===== config.mk =====
export PLATFORM = sky130hd
export DESIGN_NAME = mips_multicycle_control
export DESIGN_NICKNAME = d
export VERILOG_FILES = /design/src/rtl/mips_multicycle_control.sv
export SDC_FILE = /design/constraint.sdc
export NUM_CORES = 1
export LEC_CHECK = 0
export CORE_MARGIN = 3
export CORE_UTILIZATION = 23
export DETAILED_ROUTE_END_ITERATION = 10
export GPL_TIMING_DRIVEN = 0
export PLACE_DENSITY = 0.52
export SLEW_MARGIN = 20
export SYNTH_ARGS = -nofsm -noshare
export SYNTH_HDL_FRONTEND = slang
export SYNTH_SLANG_ARGS = --single-unit

===== constraint.sdc =====
create_clock -name clk -period 1.79 [get_ports clk]
set_clock_uncertainty 0.15 [all_clocks]
set_input_delay 0.179 -clock clk [delete_from_list [all_inputs] [get_ports clk]]
set_output_delay 0.179 -clock clk [all_outputs]
set_load 0.01 [all_outputs]

===== src/rtl/mips_multicycle_control.sv =====
// Main control FSM for the multicycle MIPS datapath. Each instruction takes 3-5 cycles, plus one cycle per memory wait.
// Memory states hold, with their request asserted, until mem_ready. Outputs decode combinationally from state, and from mem_ready where a state needs it.
module mips_multicycle_control #(
  parameter bit MEM_WAIT_EN = 1'b1,
  parameter int STATE_W     = 4
) (
  input  logic               clk,
  input  logic               rst_n,
  input  logic [5:0]         Op,
  input  logic               mem_ready,
  output logic               PCWrite,
  output logic               PCWriteCond,
  output logic               IorD,
  output logic               MemRead,
  output logic               MemWrite,
  output logic               IRWrite,
  output logic               MemtoReg,
  output logic               RegDst,
  output logic               RegWrite,
  output logic               AluSrcA,
  output logic [1:0]         AluSrcB,
  output logic [1:0]         AluOp,
  output logic [1:0]         PCSource,
  output logic               instr_done,
  output logic               illegal_op,
  output logic [STATE_W-1:0] state_dbg
);

  localparam logic [5:0] OP_RTYPE = 6'b000000;
  localparam logic [5:0] OP_J     = 6'b000010;
  localparam logic [5:0] OP_BEQ   = 6'b000100;
  localparam logic [5:0] OP_ADDI  = 6'b001000;
  localparam logic [5:0] OP_LW    = 6'b100011;
  localparam logic [5:0] OP_SW    = 6'b101011;

  typedef enum logic [3:0] {
    IDLE      = 4'd0,
    FETCH     = 4'd1,
    DECODE    = 4'd2,
    MEM_ADDR  = 4'd3,
    MEM_READ  = 4'd4,
    MEM_WB    = 4'd5,
    MEM_WRITE = 4'd6,
    EXECUTE   = 4'd7,
    R_WB      = 4'd8,
    BRANCH    = 4'd9,
    JUMP      = 4'd10,
    ADDI_EX   = 4'd11,
    ADDI_WB   = 4'd12
  } state_t;

  state_t state;
  logic   memRdy;
  logic   opLegal;

  // With waits disabled, every memory access completes in its first cycle.
  assign memRdy = MEM_WAIT_EN ? mem_ready : 1'b1;

  assign opLegal = (Op == OP_RTYPE) || (Op == OP_J) || (Op == OP_BEQ) ||
                   (Op == OP_ADDI) || (Op == OP_LW) || (Op == OP_SW);

  always_ff @(posedge clk or negedge rst_n) begin
    if (!rst_n) begin
      state <= IDLE;
    end else begin
      case (state)
        IDLE:     state <= FETCH;
        FETCH:    if (memRdy) state <= DECODE;
        DECODE: begin
          case (Op)
            OP_LW, OP_SW: state <= MEM_ADDR;
            OP_RTYPE:     state <= EXECUTE;
            OP_BEQ:       state <= BRANCH;
            OP_J:         state <= JUMP;
            OP_ADDI:      state <= ADDI_EX;
            default:      state <= FETCH;
          endcase
        end
        MEM_ADDR:  state <= (Op == OP_SW) ? MEM_WRITE : MEM_READ;
        MEM_READ:  if (memRdy) state <= MEM_WB;
        MEM_WB:    state <= FETCH;
        MEM_WRITE: if (memRdy) state <= FETCH;
        EXECUTE:   state <= R_WB;
        R_WB:      state <= FETCH;
        BRANCH:    state <= FETCH;
        JUMP:      state <= FETCH;
        ADDI_EX:   state <= ADDI_WB;
        ADDI_WB:   state <= FETCH;
        default:   state <= FETCH;
      endcase
    end
  end

  always_comb begin
    PCWrite     = 1'b0;
    PCWriteCond = 1'b0;
    IorD        = 1'b0;
    MemRead     = 1'b0;
    MemWrite    = 1'b0;
    IRWrite     = 1'b0;
    MemtoReg    = 1'b0;
    RegDst      = 1'b0;
    RegWrite    = 1'b0;
    AluSrcA     = 1'b0;
    AluSrcB     = 2'b00;
    AluOp       = 2'b00;
    PCSource    = 2'b00;
    instr_done  = 1'b0;
    illegal_op  = 1'b0;
    case (state)
      FETCH: begin
        // PC+4 is computed every cycle, but PC and IR load only on the completing cycle.
        MemRead = 1'b1;
        AluSrcB = 2'b01;
        IRWrite = memRdy;
        PCWrite = memRdy;
      end
      DECODE: begin
        AluSrcB    = 2'b11;
        illegal_op = !opLegal;
      end
      MEM_ADDR: begin
        AluSrcA = 1'b1;
        AluSrcB = 2'b10;
      end
      MEM_READ: begin
        MemRead = 1'b1;
        IorD    = 1'b1;
      end
      MEM_WB: begin
        RegWrite   = 1'b1;
        MemtoReg   = 1'b1;
        instr_done = 1'b1;
      end
      MEM_WRITE: begin
        MemWrite   = 1'b1;
        IorD       = 1'b1;
        instr_done = memRdy;
      end
      EXECUTE: begin
        AluSrcA = 1'b1;
        AluOp   = 2'b10;
      end
      R_WB: begin
        RegWrite   = 1'b1;
        RegDst     = 1'b1;
        instr_done = 1'b1;
      end
      BRANCH: begin
        AluSrcA     = 1'b1;
        AluOp       = 2'b01;
        PCWriteCond = 1'b1;
        PCSource    = 2'b01;
        instr_done  = 1'b1;
      end
      JUMP: begin
        PCWrite    = 1'b1;
        PCSource   = 2'b10;
        instr_done = 1'b1;
      end
      ADDI_EX: begin
        AluSrcA = 1'b1;
        AluSrcB = 2'b10;
      end
      ADDI_WB: begin
        RegWrite   = 1'b1;
        instr_done = 1'b1;
      end
      default: ;
    endcase
  end

  assign state_dbg = STATE_W'(state);

endmodule


==> reports/results.tsv, run 1 <==
metric	value	unit
status	finished, violations left	
failed_checks	negative setup slack	
powerDensity	1250	nW/um2
hold_path.class	input port to flip-flop	
drtIter0Drc	19	
first_global_vias	709	
worst_pin_slew	0.344	ns
cp-startpoint	state_dbg[2]	
drv_slew	0	
ys_ff_latch	4	
dp_hpwl	1.34	mm
timing.final.crit_share	102	%
rsz0062_at_grt	true	
grt_antenna_before_repair	0	
stdcell_count	151	
routedWlPerCell	13.7	um
p_int	742	uW
crit_end	illegal_op	
start_util	25.5	%
firstDrtPassIters	4	
tritoncts	done	
power_switching	596	uW
cts.sink_count	4	
fmax	550	MHz
placed_area	855	um2
placed_cells	136	
io_pins	31	
reg2reg_slack	-0.02	ns
final_common_cell	buf_4	
num-nets-final	135	
grt_use_total	13.7	%
fp.dieW	53.6	um
drc_errors	0	
critPathArrivalTime	1.49	ns
hold_viol	0	
yosysSeqAreaShare	19.2	%
synthCells	79	
die_h	53.6	um
clk_latency	0.23	ns
largest_reg_flops	4	
netlist_area	520	um2
slew_headroom	76.9	%
peakVddDrop	620	uV
cts_root_buf	clkbuf_4	
die_area	2870	um2
final_util	52.5	%
end_kind	output port	
grt_max_degree	11	
port-buffer-count	30	
h-tree-depth	1	
rr_endpoint	state_dbg[3]	
critical_path_class	flip-flop to output port	
comb_power_share	79.3	%
syn_avg_cell_area	6.59	um2
ant_nets	0	
seqPwrFrac	12.1	%
area_growth	106	%
gp_congestion	0.768	
total_power	1340	uW
diodes	0	
syn-num-nets	88	
reg2reg_from	state_dbg[2]	
setup_viol_count_final	2	
core-area	2040	um2
p_sw_share	44.5	%
grt_overflow	0	
cp_max_fo	7	
fin_ws	-0.0278	ns
final_cell_mix	buf_4, a21oi_1, nor2_1	
fin_setup_tns	-0.0454	ns
drive_gt1_share	37.1	%
leakagePower	0.000497	uW
yosys_warnings	0	
path_clk_slew	0.04	ns
fin_area	1070	um2
cts.path.max_buffers	2	
cts_buffers	3	
crit_path_start_kind	flip-flop	
viasPerCell	5.22	
p_clk_share	8.5	%
num_vias	788	
r2r_cells	5	
fin_crit	1.82	ns
drv_cap	0	
num_rows	16	
wl	2.07	mm
grt_pass1_wl	2.98	mm
ys_types	33	
required	1.46	ns
-- metal layers --
metal  wire length, um  global-route usage [%]  vias up
li1                  -                       -      382
met1               855                    16.7      371
met2              1080                    23.7       31
met3               107                    2.22        4
met4                22                    5.53        0
met5                 0                       0        -
-- stage by stage --
step / worst slack [ns] / hold WS (ns)
global placement: -0.677 / 0.241
global route: -0.0868 / 0.412
floorplan: 0.0318 / -0.267
CTS: -0.126 / 0.533
detailed placement: -0.679 / 0.243
finish: -0.0278 / 0.367
-- power groups by stage --
stage / logic, uW / registers (uW) / clock network, uW
floorplan: 436 / 163 / 0
global placement: 835 / 160 / 0
detailed placement: 832 / 159 / 0
CTS: 972 / 158 / 117
global route: 1150 / 166 / 124
finish: 1060 / 163 / 114
-- critical path, stage by stage (launching register included) --
cell	delay, ns
dfrtp_1	0.38
buf_6	0.15
or2_4	0.25
a2111oi_4	0.30
buf_2	0.18
-- synthesized netlist by cell type, drive strengths merged --
master	n	area (um2)
clkbuf	2	7.51
nor3b	1	7.51
xor2	1	8.76
nand4	2	12.5
a21oi	11	55.1
dfrtp	4	100
inv	3	11.3
o31a	1	8.76
a2111oi	1	8.76
nand3	1	5.00
o211ai	1	7.51
nor2b	1	6.26
or3	1	6.26
a41oi	1	8.76
or2b	1	7.51
nand2b	2	12.5
and3	2	12.5
nor3	6	30.0
xnor2	2	17.5
o21ai	6	30.0
nor4	2	12.5
or4	1	7.51
nor2	11	41.3
o31ai	1	7.51
a31oi	1	6.26
or2	2	12.5
nand2	4	15.0
buf	5	35.0
a211o	1	8.76
a311o	1	10.0
-- worst min path at each step --
| stage | start | to | depth (start not counted) |
|---|---|---|---|
| finish | Op[5] | state_dbg[2] | 4 |
| global route | Op[5] | state_dbg[2] | 4 |
| CTS | rst_n | state_dbg[2] | 2 |
| detailed placement | rst_n | state_dbg[0] | 1 |
| global placement | rst_n | state_dbg[1] | 1 |
| floorplan | rst_n | state_dbg[0] | 0 |
-- timing repair --
action,in CTS,in global routing
endpoints found under the hold margin,4,0
resized for setup,58,28
setup buffers,9,2
hold buffers,1,0
pin swaps,2,4
setup endpoints to repair,18,10
-- kinds of logic (layout without fill, tap and decap cells) --
group | Yosys count | in the layout | synth area share (%)
compound gates | 25 | 25 | 29.1
xor+xnor | 3 | 3 | 5.05
simple gates | 37 | 37 | 36.3
flops | 4 | 4 | 19.2
buf+inv | 10 | 55 | 10.3
-- cell type report --
type | count | area (um2)
plain buffers | 7 | 67.6
clock buffers | 3 | 22.5
inverters | 3 | 18.8
flip-flops and latches | 4 | 103
repair buffers | 42 | 370
multi-input cells | 65 | 455
well taps | 27 | 33.8
fillers | 215 | 971
Power figures use the tool's default switching activity.
==> run 2: changes to the inputs <==
--- a/config.mk
+++ b/config.mk
@@ -9,7 +9,7 @@
 export CORE_UTILIZATION = 23
 export DETAILED_ROUTE_END_ITERATION = 10
 export GPL_TIMING_DRIVEN = 0
-export PLACE_DENSITY = 0.52
+export PLACE_DENSITY = 0.54
 export SLEW_MARGIN = 20
 export SYNTH_ARGS = -nofsm -noshare
 export SYNTH_HDL_FRONTEND = slang
==> constraint.sdc (replaced) <==
create_clock -name clk -period 1.6 [get_ports clk]
set_clock_uncertainty 0.15 [all_clocks]
set_input_delay 0.16 -clock clk [delete_from_list [all_inputs] [get_ports clk]]
set_output_delay 0.16 -clock clk [all_outputs]
set_load 0.01 [all_outputs]
==> run 2 against run 1 <==
Net effect:
- the flow still finishes with violations (negative setup slack)
- sequential cell count unchanged
- combinational power rose by 31%
- design area increased by 8.6%
- first-iteration DRC count did not move
- register-to-register slack got worse by 0.03 ns
- count of clock-buffer cells in the layout is the same
==> reports/results.tsv, run 2 (synthesized netlist as in run 1, its figures left out) <==
metric	value	unit	change
clk_latency	0.25	ns	+0.02 ns
p_sw_share	45.1	%	+0.51 points
cts.path.max_buffers	2		unchanged
required	1.29	ns	-0.17 ns
failed_checks	negative setup slack		
seqPwrFrac	10.7	%	-1.4 points
grt_overflow	0		unchanged
min_delay_path_depth	4		unchanged
fillCellCount	192		-11%
viasPerCell	5.11		-2.0%
powerDensity	1470	nW/um2	+17%
comb_power_share	81.4	%	+2.1 points
multi_input_area	512	um2	+12%
grt_max_degree	11		unchanged
num_vias	803		+1.9%
routedWlPerCell	14.2	um	+3.9%
min_to	state_dbg[2]		
port-buffer-count	30		unchanged
fin_crit	1.70	ns	
drive_gt1_share	57.7	%	+21 points
slew_headroom	67.3	%	-9.6 points
worst_pin_slew	0.487	ns	+0.143 ns
drc_errors	0		unchanged
crit_path_start_kind	flip-flop		
critPathArrivalTime	1.39	ns	-0.10 ns
final_cell_mix	buf_4, buf_2, a21oi_1		
grt_pass1_wl	3.38	mm	+13%
critical_path_class	flip-flop to output port		
path_buf_inv	4		+2
fin_area	1160	um2	+8.6%
p_clk_share	7.9	%	-0.6 points
end_kind	output port		
die_area	2870	um2	unchanged
h-tree-depth	1		unchanged
cp_max_fo	7		unchanged
cts_buffers	3		unchanged
drtIter0Drc	19		unchanged
area_growth	124	%	
status	finished, violations left		
tritoncts	done		
hold_slack	0.440	ns	+0.0723 ns
gp_congestion	0.800		+4.1%
p_int	938	uW	+26%
crit_family	buffers and inverters		
timing.final.crit_share	106	%	
seq_area	103	um2	unchanged
io_pins	31		unchanged
ant_nets	0		unchanged
grt_antenna_before_repair	0		unchanged
max_stage_delay	0.38	ns	about the same
min-delay-start	Op[5]		
hold_viol	0		unchanged
peakVddDrop	787	uV	+27%
fin_ws	-0.0963	ns	-0.0686 ns
fmax	590	MHz	
drv_cap	0		unchanged
leakagePower	0.000506	uW	+1.8%
die_h	53.6	um	unchanged
wl	2.24	mm	+8.1%
rr_endpoint	state_dbg[3]		
cts.sink_count	4		unchanged
cp_slowest_cell	dfrtp_1		
path_cells	buf_6 > inv_6 > nand2_8 > nor2_4 > buf_4 > clkdlybuf4s15_2		
reg2reg_slack	-0.05	ns	-0.03 ns
cts_root_buf	clkbuf_4		
rsz0062_at_grt	true		
power_switching	770	uW	+29%
dp_hpwl	1.30	mm	-2.9%
reg2reg_from	state_dbg[0]		
fp.dieW	53.6	um	unchanged
diodes	0		unchanged
hold_path.class	input port to flip-flop		
num-nets-final	141		+4.4%
final_util	57.0	%	+4.5 points
drv_slew	0		unchanged
largest_reg_flops	4		unchanged
num_rows	16		unchanged
final_common_cell	buf_4		
first_global_vias	759		+7.1%
path_clk_slew	0.04	ns	about the same
setup_viol_count_final	14		+12
grt_use_total	16.3	%	+2.6 points
firstDrtPassIters	4		unchanged
core-area	2040	um2	unchanged
r2r_cells	4		-1
fin_setup_tns	-0.518	ns	-0.472 ns
placed_area	857	um2	+0.29%
start_util	25.5	%	unchanged
==> run 2: how the worst max path moves through the flow <==
| stage | cells after the start | to | slack [ns] | startpoint |
|---|---|---|---|---|
| final | 6 | PCSource[0] | -0.1 | state_dbg[2] |
| after global routing | 4 | illegal_op | -0.15 | state_dbg[2] |
| after CTS | 4 | illegal_op | -0.08 | state_dbg[2] |
| after detailed placement | 6 | illegal_op | -0.78 | Op[3] |
| after global placement | 6 | illegal_op | -0.79 | Op[3] |
| after floorplan | 3 | illegal_op | -0.02 | state_dbg[2] |
==> run 2: area by class of cell <==
cell class                 count  share of cell area, %
multi-input combinational     65                   44.0
sequential                     4                   8.82
inverter                       3                   1.61
timing repair buffer          48                   33.9
tap                           27                   2.90
buffer                         7                   6.88
clock buffer                   3                   1.94
==> run 2: stage by stage <==
stage	setup slack (ns)	std cells	total power [uW]
detailed placement	-0.777	136	1100
CTS	-0.0789	152	1500
global placement	-0.794	136	1110
global route	-0.152	157	1830
finish	-0.0963	157	1710
floorplan	-0.0208	79	676
==> run 2: tightest hold or removal path: cells and delay by family <==
family	cells	cell delay, ns
AOI/OAI and AO/OA	1	0.10
buffers and inverters	1	0.31
and+or+nand+nor	2	0.20
==> run 2: what timing repair did <==
action,CTS,global route
hold buffers,1,0
gates cloned,0,1
resized for setup,115,17
endpoints found under the setup margin,20,20
setup buffers,12,4
hold endpoints to repair,4,0
pin swaps,6,4
==> run 2: per-layer routing <==
metal / track usage, % / up-vias / wire, um
met5: 0 / - / 0
met4: 6.38 / 0 / 22
met3: 3.88 / 2 / 179
met2: 29.6 / 40 / 1160
met1: 18.0 / 367 / 873
li1: - / 394 / -
==> run 2: power groups by stage <==
stage | combinational (uW) | sequential, uW | clock, uW
floorplan | 493 | 183 | 0
global placement | 935 | 179 | 0
detailed placement | 929 | 176 | 0
CTS | 1190 | 177 | 134
global route | 1500 | 188 | 142
finish | 1390 | 183 | 135
